`config.mk`:
```
export PLATFORM = sky130hd
export DESIGN_NAME = uart_rx_core
export DESIGN_NICKNAME = d
export VERILOG_FILES = /design/src/rtl/uart_rx_core.sv
export SDC_FILE = /design/constraint.sdc
export NUM_CORES = 1
export LEC_CHECK = 0
export ABC_AREA = 1
export CORE_UTILIZATION = 65
export CTS_BUF_LIST = sky130_fd_sc_hd__clkbuf_8
export CTS_CLUSTER_SIZE = 25
export DETAILED_ROUTE_END_ITERATION = 8
export PLACE_DENSITY = 0.87
export SYNTH_ARGS = -nofsm -noshare
export SYNTH_HDL_FRONTEND = slang
export SYNTH_SLANG_ARGS = --single-unit
```
`constraint.sdc`:
```
create_clock -name clock -period 4.9 [get_ports clock]
set_clock_uncertainty 0.1 [all_clocks]
set_input_delay 1.47 -clock clock [delete_from_list [all_inputs] [get_ports clock]]
set_output_delay 1.47 -clock clock [all_outputs]
set_load 0.02 [all_outputs]
```
`src/rtl/uart_rx_core.sv`:
```
// uart_rx_core: 8-bit LSB-first UART receiver with a two-flop synchronizer, mid-bit start validation and centre sampling.
// Define UART_RX_PARITY_EN to insert an even-parity bit after data bit 7 and drive parity_error.
module uart_rx_core #(
  parameter int unsigned CLOCKS_PER_BIT = 217
) (
  input  logic       clock,
  input  logic       reset,
  input  logic       serial_in,
  output logic [7:0] data_out,
  output logic       data_valid,
  output logic       receiving,
  output logic       framing_error,
  output logic       parity_error
);
  localparam logic [15:0] CNT_LAST = 16'(CLOCKS_PER_BIT - 1);
  localparam logic [15:0] CNT_HALF = 16'((CLOCKS_PER_BIT - 1) / 2);

`ifdef UART_RX_PARITY_EN
  typedef enum logic [2:0] {IDLE, START_BIT, DATA_BITS, PARITY_BIT, STOP_BIT} state_t;
`else
  typedef enum logic [2:0] {IDLE, START_BIT, DATA_BITS, STOP_BIT} state_t;
`endif

  state_t      state_q, state_d;
  logic        meta_q, rx_s_q;
  logic [15:0] cnt_q, cnt_d;
  logic [2:0]  bit_index_q, bit_index_d;
  logic [7:0]  shift_q, shift_d;
  logic [7:0]  data_q, data_d;
  logic        valid_q, valid_d;
  logic        ferr_q, ferr_d;
  logic        recv_q, recv_d;
  logic        rx_s;
`ifdef UART_RX_PARITY_EN
  logic        par_q, par_d;
  logic        perr_q, perr_d;
`endif

  assign rx_s = rx_s_q;

  always_ff @(posedge clock or negedge reset) begin
    if (!reset) begin
      meta_q      <= 1'b1;
      rx_s_q      <= 1'b1;
      state_q     <= IDLE;
      cnt_q       <= '0;
      bit_index_q <= '0;
      shift_q     <= '0;
      data_q      <= '0;
      valid_q     <= 1'b0;
      ferr_q      <= 1'b0;
      recv_q      <= 1'b0;
`ifdef UART_RX_PARITY_EN
      par_q       <= 1'b0;
      perr_q      <= 1'b0;
`endif
    end else begin
      meta_q      <= serial_in;
      rx_s_q      <= meta_q;
      state_q     <= state_d;
      cnt_q       <= cnt_d;
      bit_index_q <= bit_index_d;
      shift_q     <= shift_d;
      data_q      <= data_d;
      valid_q     <= valid_d;
      ferr_q      <= ferr_d;
      recv_q      <= recv_d;
`ifdef UART_RX_PARITY_EN
      par_q       <= par_d;
      perr_q      <= perr_d;
`endif
    end
  end

  always_comb begin
    state_d     = state_q;
    cnt_d       = cnt_q;
    bit_index_d = bit_index_q;
    shift_d     = shift_q;
    data_d      = data_q;
    valid_d     = 1'b0;
    ferr_d      = 1'b0;
    recv_d      = recv_q;
`ifdef UART_RX_PARITY_EN
    par_d       = par_q;
    perr_d      = 1'b0;
`endif
    case (state_q)
      IDLE: begin
        cnt_d       = '0;
        bit_index_d = '0;
        recv_d      = 1'b0;
        if (!rx_s) begin
          state_d = START_BIT;
          recv_d  = 1'b1;
        end
      end
      START_BIT: begin
        if (cnt_q == CNT_HALF) begin
          cnt_d = '0;
          // A line that is high again at mid start bit was only a glitch.
          if (!rx_s) begin
            state_d = DATA_BITS;
          end else begin
            state_d = IDLE;
            recv_d  = 1'b0;
          end
        end else begin
          cnt_d = cnt_q + 16'd1;
        end
      end
      DATA_BITS: begin
        if (cnt_q == CNT_LAST) begin
          cnt_d            = '0;
          shift_d[bit_index_q] = rx_s;
          if (bit_index_q != 3'd7) begin
            bit_index_d = bit_index_q + 3'd1;
          end else begin
            bit_index_d = '0;
`ifdef UART_RX_PARITY_EN
            state_d     = PARITY_BIT;
`else
            state_d     = STOP_BIT;
`endif
          end
        end else begin
          cnt_d = cnt_q + 16'd1;
        end
      end
`ifdef UART_RX_PARITY_EN
      PARITY_BIT: begin
        if (cnt_q == CNT_LAST) begin
          cnt_d   = '0;
          par_d   = rx_s;
          state_d = STOP_BIT;
        end else begin
          cnt_d = cnt_q + 16'd1;
        end
      end
`endif
      STOP_BIT: begin
        if (cnt_q == CNT_LAST) begin
          cnt_d   = '0;
          state_d = IDLE;
          recv_d  = 1'b0;
          // Framing error wins over parity error; data_out only moves on a clean frame.
          if (!rx_s) begin
            ferr_d = 1'b1;
`ifdef UART_RX_PARITY_EN
          end else if (^{shift_q, par_q}) begin
            perr_d = 1'b1;
`endif
          end else begin
            data_d  = shift_q;
            valid_d = 1'b1;
          end
        end else begin
          cnt_d = cnt_q + 16'd1;
        end
      end
      default: begin
        state_d     = IDLE;
        cnt_d       = '0;
        bit_index_d = '0;
        recv_d      = 1'b0;
      end
    endcase
  end

  assign data_out      = data_q;
  assign data_valid    = valid_q;
  assign receiving     = recv_q;
  assign framing_error = ferr_q;
`ifdef UART_RX_PARITY_EN
  assign parity_error  = perr_q;
`else
  assign parity_error  = 1'b0;
`endif

endmodule

```
==> reports/qor.csv, run 1 <==
stage,metric,value,unit
route,"antenna viol nets, final",0,
sta,max-slew violation count,0,
synth,Post-Syn Instances,257,
sta,Fin Setup TNS,0,ns
worst_setup_path,"CP delay by family, top",buffers and inverters,
power,Power Internal,498.9,uW
cells_and_area,Util after Layout,76.49,%
clocking,clk slew on worst S/H paths,0.07,ns
worst_setup_path,critical path's slowest cell,clkdlybuf4s50_1,
cells_and_area,Layout area overhead,12.39,%
worst_setup_path,crit start category,flip-flop,
route,router iterations before antenna repair,4,
die,core area,3028,sq um
run,max cap viols,0,
grt,largest net degree at the start of global routing,43,
grt,number of global-route vias before repair,1542,
clocking,clk_lat worst skew,0.30,ns
grt,GRT Residual Overflow,0,
sta,final number of setup-violating endpoints,0,
clocking,clock sinks,42,
status,status,finished clean,
worst_setup_path,Buffers & Inverters on Critical Path,1,
synth,"Distinct cells, synth",28,
worst_setup_path,critical path cell sequence,clkdlybuf4s50_1,
placement,GPL Wtd Cong,0.8411,
clocking,Clock Tree Buf Depth,2,
grt,Global Route Usage Sum,26.46,%
sta,period utilization,57.65,%
route,Detailed Route WL,3.731,mm
synth,Ys Warns,0,
worst_setup_path,largest fanout on the critical path,2,
synth,area of the mapped netlist,2061,sq um
power,Power Total,622.7,uW
power,Sw Pwr,123.9,uW
placement,DPL Wire Length,2.586,mm
power,Worst VDD drop,223.3,uV
route,routed vias,1634,
sta,Worst Tran Pin Value,0.8785,ns
synth,sequential area share after synthesis,51.12,%
sta,fin crit period,2.825,ns
synth,Post-Syn Area per Cell,8.018,sq um
clocking,total CTS buffers,5,
power,Power Density,268.9,nW/um^2
power,Sw Ratio,19.89,%
cells_and_area,ratio of cells with drive above 1 in the final layout,6.934,%
worst_setup_path,crit path DAT,1.25,ns
clocking,# resized after CTS,0,
route,Vias per Instance,5.138,
grt,antenna violations before repair,0,
die,chip height,58.31,microns
clocking,postcts setup bufs,0,
placement,port bufs,13,
power,Clock power frac,42.5,%
clocking,htree depth,2,
die,I/O pin count,15,
clocking,CTS tree,built,
power,sequential share of power,55.9,%
synth,syn_nets,265,
route,routed len/inst,11.73,microns
sta,unrepaired setup endpoints after global routing,false,
clocking,Hold Buf Count CTS,0,
worst_setup_path,CP Class,flip-flop to primary output,
sta,Rel. slew slack,41.43,%
cells_and_area,fillcell total,222,
sta,worst hold slack,0.2607,ns
route,number of DRC markers in iteration 0,86,
cells_and_area,fin nets,281,
worst_setup_path,CP endpoint kind,primary output,
clocking,clk root buf,clkbuf_8,
die,std cell rows,20,
grt,first-pass GRT wire length,6.582,mm
sta,fmax,0.3540,GHz
worst_setup_path,Max stage delay on crit path,0.60,ns
power,Logic pwr share,1.6,%
die,die area,3399,sq um
synth,ys async rst share,100.0,%
power,static leakage,0.001136,uW
cells_and_area,antenna diode count,0,
die,Initial Utilization,68.06,%
route,remaining routing DRC violations,0,
die,Die Wd,58.31,microns
min_path,Worst Hold Class,flip-flop to flip-flop,
sta,Final Hold Vio Count,0,
synth,Main synth FF type,dfrtp_1,
worst_setup_path,CP required,3.33,ns
synth,Synth Register Bits,42,
synth,Post-synth EDFFs,0,
==> routing by layer <==
metal / GRT usage [%] / up-vias / wire length [microns]
met5: 0 / - / 0
met4: 12.93 / 0 / 67
met3: 8.791 / 8 / 183
met2: 39.24 / 38 / 1757
met1: 35.34 / 770 / 1723
li1: - / 818 / -
==> synth_stat cells, types with 2 or more instances <==
cell / number / share of area (%)
nor2_4: 2 / 1.1
nor2_1: 42 / 7.7
nand2_1: 94 / 17
nand3_1: 7 / 1.7
o21ai_1: 8 / 1.9
xnor2_1: 5 / 2.1
nor3_1: 4 / 0.97
dfrtp_1: 40 / 49
buf_6: 2 / 1.1
a21oi_1: 2 / 0.49
o21ai_0: 2 / 0.49
xor2_1: 5 / 2.1
inv_1: 23 / 4.2
nand4_1: 2 / 0.61
dfstp_2: 2 / 2.6
ha_1: 5 / 3.0
==> cell families after synthesis <==
logic type | after synthesis | share of synthesized area, %
simple gates | 157 | 31.76
buf+inv | 28 | 6.011
flops | 42 | 51.12
compound gates | 14 | 3.643
fa+ha+maj | 5 | 3.036
xor+xnor | 10 | 4.250
other cells | 1 | 0.1820
==> worst reg2reg max path, stage by stage, from the launching register on <==
cell and delay, ns:
dfrtp_1 0.41, inv_1 0.11, ha_1 0.18, nand2_1 0.07, inv_1 0.06, nand2_1 0.08, nor2_4 0.12, nand4_1 0.35
nand2_1 0.20, nand2_1 0.08
==> sequential cells by signal, indices dropped and copies added (netlist names) <==
register,count
framing_error,1
rx_s,1
data_valid,1
shift_q,8
meta_q,1
data_out,8
state_q,2
bit_index_q,3
cnt_q,16
receiving,1
==> power groups by stage <==
stage	registers, uW	clock network (uW)	logic [uW]
after floorplan	355	0	3.02
after global placement	355	0	10.3
after detailed placement	355	0	10.4
after CTS	348	271	10.4
after global routing	348	285	11.9
final	348	264	9.88
==> path summary, 6_finish.rpt <==
path	depth (start not counted)	startpoint	slack (ns)	endpoint
setup / recovery	1	data_out[7]	2.08	data_out[7]
hold / removal	0	meta_q	0.26	rx_s
setup reg to reg	9	cnt_q[0]	3.04	data_out[4]
hold reg to reg	0	meta_q	0.26	rx_s
max in group asynchronous	1	reset	2.96	shift_q[2]
min in group asynchronous	1	reset	1.19	data_out[5]
==> area by class of cell <==
cell class | count | area [sq um] | area share (%)
sequential | 42 | 1054 | 45.49
clock inverter | 3 | 40.04 | 1.729
timing repair buffer | 13 | 125.1 | 5.402
clock buffer | 5 | 68.82 | 2.971
inverter | 24 | 90.09 | 3.890
tap | 44 | 55.05 | 2.377
multi-input combinational | 187 | 883.3 | 38.14
==> placed cells by master (no fill, tap or decap), types with 2 or more instances in the layout <==
master and count:
dfrtp_1 40, clkdlybuf4s50_1 12, nand2_1 94, nor3_1 4, inv_1 23, o21ai_0 2
xnor2_1 5, nor2_4 2, nand4_1 2, clkinv_2 2, a21oi_1 2, clkbuf_8 5
o21ai_1 8, nand3_1 7, nor2_1 42, xor2_1 5, ha_1 5, dfstp_2 2
==> per-stage QoR <==
stage,instances,cell area (sq um),setup WS [ns]
finish,318,2316,2.075
CTS,318,2316,2.058
floorplan,257,2061,2.905
global route,318,2316,2.015
detailed placement,310,2207,2.393
global placement,310,2207,2.406
(Power assumes the default switching activity.)
==> run 2, diff against run 1 <==
--- a/config.mk
+++ b/config.mk
@@ -6,11 +6,11 @@
 export NUM_CORES = 1
 export LEC_CHECK = 0
 export ABC_AREA = 1
-export CORE_UTILIZATION = 65
+export CORE_UTILIZATION = 60
 export CTS_BUF_LIST = sky130_fd_sc_hd__clkbuf_8
 export CTS_CLUSTER_SIZE = 25
 export DETAILED_ROUTE_END_ITERATION = 8
-export PLACE_DENSITY = 0.87
+export PLACE_DENSITY = 0.81
 export SYNTH_ARGS = -nofsm -noshare
 export SYNTH_HDL_FRONTEND = slang
 export SYNTH_SLANG_ARGS = --single-unit
==> constraint.sdc (replaced) <==
create_clock -name clock -period 2.8 [get_ports clock]
set_clock_uncertainty 0.1 [all_clocks]
set_input_delay 0.84 -clock clock [delete_from_list [all_inputs] [get_ports clock]]
set_output_delay 0.84 -clock clock [all_outputs]
set_load 0.02 [all_outputs]
==> reports/qor.csv, run 2 (same netlist as run 1, synthesis figures left out) <==
stage,metric,value,unit,change
clocking,Hold Buf Count CTS,0,,unchanged
grt,antenna violations before repair,0,,unchanged
cells_and_area,most frequent cells in the layout,"nand2_1 (94), nor2_1 (42), dfrtp_1 (40)",,unchanged
power,Worst VDD drop,392.2,uV,was 223.3 uV
route,number of DRC markers in iteration 0,71,,was 86
sta,Fin Setup TNS,0,ns,unchanged
die,I/O pin count,15,,unchanged
clocking,Clock Tree Buf Depth,2,,unchanged
sta,final number of setup-violating endpoints,0,,unchanged
clocking,clk_lat worst skew,0.29,ns,was 0.30 ns
grt,first-pass GRT wire length,6.258,mm,was 6.582 mm
worst_setup_path,largest fanout on the critical path,2,,unchanged
clocking,total CTS buffers,5,,unchanged
clocking,# resized after CTS,0,,unchanged
clocking,postcts setup bufs,0,,unchanged
placement,GPL Wtd Cong,0.8087,,was 0.8411
cells_and_area,Util after Layout,74.09,%,was 76.49%
worst_setup_path,Max stage delay on crit path,0.60,ns,about the same
power,Power Density,474.2,nW/um^2,was 268.9 nW/um^2
run,max cap viols,0,,unchanged
cells_and_area,antenna diode count,0,,unchanged
cells_and_area,fin nets,283,,was 281
route,routed vias,1612,,was 1634
die,std cell rows,20,,unchanged
sta,unrepaired setup endpoints after global routing,false,,unchanged
die,core area,3153,sq um,was 3028 sq um
sta,fmax,0.4563,GHz,
route,routed len/inst,11.24,microns,was 11.73 microns
route,remaining routing DRC violations,0,,unchanged
die,chip height,60.61,microns,was 58.31 microns
grt,Global Route Usage Sum,23.36,%,was 26.46%
clocking,CTS tree,built,,unchanged
power,static leakage,0.001138,uW,was 0.001136 uW
grt,GRT Residual Overflow,0,,unchanged
status,status,finished clean,,unchanged
cells_and_area,most flop-heavy register,cnt_q,,unchanged
cells_and_area,ratio of cells with drive above 1 in the final layout,7.609,%,was 6.934%
route,router iterations before antenna repair,4,,unchanged
worst_setup_path,CP Class,flip-flop to primary output,,unchanged
worst_setup_path,CP endpoint kind,primary output,,unchanged
cells_and_area,fillcell total,255,,was 222
route,"antenna viol nets, final",0,,unchanged
worst_setup_path,critical path's slowest cell,clkdlybuf4s50_1,,unchanged
cells_and_area,"commonest non-fill, non-tap cell in the layout",nand2_1,,unchanged
route,Detailed Route WL,3.597,mm,was 3.731 mm
worst_setup_path,"CP delay by family, top",buffers and inverters,,unchanged
cells_and_area,Seq. cell area,1054,sq um,unchanged
sta,period utilization,78.27,%,
sta,fin crit period,2.191,ns,
cells_and_area,max reg flops,16,,unchanged
worst_setup_path,Buffers & Inverters on Critical Path,1,,unchanged
worst_setup_path,critical path cell sequence,clkdlybuf4s50_1,,unchanged
clocking,htree depth,2,,unchanged
grt,largest net degree at the start of global routing,17,,was 43
min_path,Worst Hold Class,flip-flop to flip-flop,,unchanged
placement,port bufs,13,,unchanged
clocking,clock sinks,42,,unchanged
worst_setup_path,CP required,1.86,ns,was 3.33 ns
grt,number of global-route vias before repair,1433,,was 1542
clocking,clk root buf,clkbuf_8,,unchanged
route,Vias per Instance,5.038,,was 5.138
clocking,clk slew on worst S/H paths,0.08,ns,was 0.07 ns
die,die area,3673,sq um,was 3399 sq um
cells_and_area,Layout area overhead,13.36,%,was 12.39%
worst_setup_path,crit path DAT,1.25,ns,about the same
die,Die Wd,60.61,microns,was 58.31 microns
die,Initial Utilization,65.36,%,was 68.06%
placement,DPL Wire Length,2.585,mm,was 2.586 mm
worst_setup_path,crit start category,flip-flop,,unchanged
cells_and_area,Multi-input gate area,883.3,sq um,unchanged
sta,max-slew violation count,0,,unchanged
sta,Final Hold Vio Count,0,,unchanged
run 2: changes by cell type in the layout (fill, tap and decap cells not counted):
cell and delta:
buf_4 +2, clkinv_2 -2, clkinvlp_4 +2
run 2: path summary, 6_finish.rpt:
kind | cells past startpoint | slack [ns] | from | end
max | 1 | 0.61 | data_out[3] | data_out[3]
min | 0 | 0.26 | meta_q | rx_s
max reg2reg | 9 | 0.95 | cnt_q[0] | data_out[4]
min reg2reg | 0 | 0.26 | meta_q | rx_s
max in group asynchronous | 2 | 1.72 | reset | rx_s
min in group asynchronous | 1 | 0.32 | reset | cnt_q[13]
run 2: worst register-to-register path: cells and delay by family, from the launching register on:
kind                     cells  cell delay [ns]
adder cells (fa/ha/maj)      1             0.19
AND/OR/NAND/NOR              6             0.88
buffers and inverters        2             0.16
flip-flops                   1             0.41
run 2: cell type report:
cell class	instances	share of cell area, %
clock buffer	5	2.946
clock inverter	3	1.928
inverter	24	3.856
multi-input combinational	187	37.81
sequential	42	45.10
tap	44	2.357
timing repair buffer	15	5.999
run 2: per-stage QoR:
stage / total power (uW) / setup WS [ns] / instance area, sq um / hold WS, ns / instances
after floorplan: 626.6 / 1.197 / 2061 / 0.2452 / 257
after global placement: 641.7 / 0.9347 / 2222 / 0.2462 / 312
after detailed placement: 642.0 / 0.9129 / 2222 / 0.2472 / 312
after CTS: 1112 / 0.6019 / 2336 / 0.2592 / 320
after global routing: 1147 / 0.5404 / 2336 / 0.2671 / 320
final: 1108 / 0.6086 / 2336 / 0.2582 / 320
run 2: routing by layer:
| layer | wire length, microns | track usage [%] | vias up |
|---|---|---|---|
| li1 | - | - | 827 |
| met1 | 1783 | 32.26 | 738 |
| met2 | 1595 | 36.58 | 38 |
| met4 | 58 | 6.818 | 0 |
| met5 | 0 | 0 | - |
| met3 | 159 | 6.183 | 9 |
run 2: report_power, final:
part           total [uW]  internal, uW  switching, uW
logic                19.9          3.90           16.0
clock network         479           265            213
registers             609           609          0.728
==> run 3, diff against run 2 <==
==> constraint.sdc (replaced) <==
create_clock -name clock -period 2.2 [get_ports clock]
set_clock_uncertainty 0.1 [all_clocks]
set_input_delay 0.66 -clock clock [delete_from_list [all_inputs] [get_ports clock]]
set_output_delay 0.66 -clock clock [all_outputs]
set_load 0.02 [all_outputs]
==> reports/qor.csv, run 3 (same netlist as run 1, synthesis figures left out) <==
stage,metric,value,unit,change
status,status,finished clean,,unchanged
grt,GRT Residual Overflow,0,,unchanged
worst_setup_path,critical path cell sequence,clkdlybuf4s50_1,,unchanged
sta,fin crit period,2.028,ns,
grt,first-pass GRT wire length,6.175,mm,was 6.258 mm
sta,Fin Setup TNS,0,ns,unchanged
clocking,# resized after CTS,0,,unchanged
clocking,clk slew on worst S/H paths,0.08,ns,about the same
cells_and_area,post-route insts no fill,320,,unchanged
clocking,total CTS buffers,5,,unchanged
worst_setup_path,largest fanout on the critical path,2,,unchanged
placement,port bufs,13,,unchanged
placement,"Cell Area, Placed",2222,sq um,unchanged
power,static leakage,0.001146,uW,was 0.001138 uW
die,I/O pin count,15,,unchanged
run,max cap viols,0,,unchanged
placement,GPL Wtd Cong,0.8841,,was 0.8087
grt,largest net degree at the start of global routing,29,,was 17
power,Power Density,600.0,nW/um^2,was 474.2 nW/um^2
die,die area,3673,sq um,unchanged
die,Initial Utilization,65.36,%,unchanged
clocking,postcts setup bufs,0,,unchanged
cells_and_area,most flop-heavy register,cnt_q,,unchanged
cells_and_area,fillcell total,262,,was 255
die,Die Wd,60.61,microns,unchanged
clocking,Clock Tree Buf Depth,2,,unchanged
route,routed len/inst,11.38,microns,was 11.24 microns
die,core area,3153,sq um,unchanged
route,Vias per Instance,4.869,,was 5.038
grt,Global Route Usage Sum,23.93,%,was 23.36%
die,std cell rows,20,,unchanged
grt,antenna violations before repair,0,,unchanged
route,number of DRC markers in iteration 0,73,,was 71
worst_setup_path,CP Class,flip-flop to primary output,,unchanged
clocking,clk_lat worst skew,0.30,ns,was 0.29 ns
power,Worst VDD drop,467.3,uV,was 392.2 uV
cells_and_area,Final Instance Area,2331,sq um,was 2336 sq um
worst_setup_path,Buffers & Inverters on Critical Path,1,,unchanged
cells_and_area,most frequent cells in the layout,"nand2_1 (94), nor2_1 (42), dfrtp_1 (40)",,unchanged
worst_setup_path,crit path DAT,1.27,ns,was 1.25 ns
route,remaining routing DRC violations,0,,unchanged
min_path,Worst Hold Class,flip-flop to flip-flop,,unchanged
cells_and_area,fin nets,283,,unchanged
placement,DP Cell Count,312,,unchanged
route,routed vias,1558,,was 1612
sta,Rel. slew slack,56.73,%,
cells_and_area,antenna diode count,0,,unchanged
route,Detailed Route WL,3.643,mm,was 3.597 mm
worst_setup_path,Max stage delay on crit path,0.60,ns,about the same
worst_setup_path,CP endpoint kind,primary output,,unchanged
clocking,htree depth,2,,unchanged
route,router iterations before antenna repair,4,,unchanged
sta,worst hold slack,0.2650,ns,was 0.2582 ns
cells_and_area,Layout area overhead,13.11,%,was 13.36%
worst_setup_path,critical path's slowest cell,clkdlybuf4s50_1,,unchanged
clocking,CTS tree,built,,unchanged
cells_and_area,ratio of cells with drive above 1 in the final layout,7.609,%,unchanged
route,"antenna viol nets, final",0,,unchanged
sta,Worst Tran Pin Value,0.6491,ns,
placement,pre-CTS setup slack,0.3979,ns,was 0.9129 ns
sta,Final Hold Vio Count,0,,unchanged
sta,max-slew violation count,0,,unchanged
sta,final number of setup-violating endpoints,0,,unchanged
worst_setup_path,CP required,1.44,ns,was 1.86 ns
worst_setup_path,"CP delay by family, top",buffers and inverters,,unchanged
worst_setup_path,crit start category,flip-flop,,unchanged
clocking,clk root buf,clkbuf_8,,unchanged
sta,fmax,0.4930,GHz,
placement,DPL Wire Length,2.601,mm,was 2.585 mm
cells_and_area,"commonest non-fill, non-tap cell in the layout",nand2_1,,unchanged
grt,number of global-route vias before repair,1344,,was 1433
die,chip height,60.61,microns,unchanged
clocking,clock sinks,42,,unchanged
clocking,Hold Buf Count CTS,0,,unchanged
sta,period utilization,92.20,%,
cells_and_area,max reg flops,16,,unchanged
sta,unrepaired setup endpoints after global routing,false,,unchanged
sta,final setup margin,0.1716,ns,was 0.6086 ns
[run 3: metal layers]
metal / global-route usage [%] / vias to the layer above / share of wire [%]
met1: 34.87 / 696 / 53
met4: 9.740 / 0 / 1.6
met3: 8.316 / 4 / 4.9
li1: - / 820 / -
met5: 0 / - / 0
met2: 32.65 / 38 / 41
[run 3: where the power goes]
group / switching, uW / total, uW / leakage (uW) / internal [uW]
logic: 20.8 / 25.7 / 0.000528 / 4.93
registers: 1.02 / 776 / 0.000560 / 775
clock network: 263 / 597 / 0.0000579 / 334
total: 285 / 1400 / 0.00115 / 1110
[run 3: stage by stage]
| step | power [uW] | util, % |
|---|---|---|
| global route | 1444 | 73.93 |
| finish | 1399 | 73.93 |
| detailed placement | 817.5 | 70.48 |
| floorplan | 797.5 | - |
| CTS | 1409 | 73.93 |
| global placement | 817.6 | 70.48 |
[run 3: final cells by class]
type	instances	area, sq um	area share, %
sequential	42	1054	45.20
clock buffer	5	68.82	2.952
inverter	24	90.09	3.865
multi-input combinational	187	883.3	37.90
timing repair buffer	15	140.1	6.012
tap	44	55.05	2.362
clock inverter	3	40.04	1.718
[run 3: path summary, 6_finish.rpt]
check / from / endpoint / slack, ns / cells after the start
setup / recovery: data_out[0] / data_out[0] / 0.17 / 1
hold / removal: meta_q / rx_s / 0.27 / 0
setup reg to reg: cnt_q[0] / cnt_q[12] / 0.40 / 11
hold reg to reg: meta_q / rx_s / 0.27 / 0
max in group asynchronous: reset / data_out[3] / 1.13 / 2
min in group asynchronous: reset / cnt_q[6] / 0.28 / 1
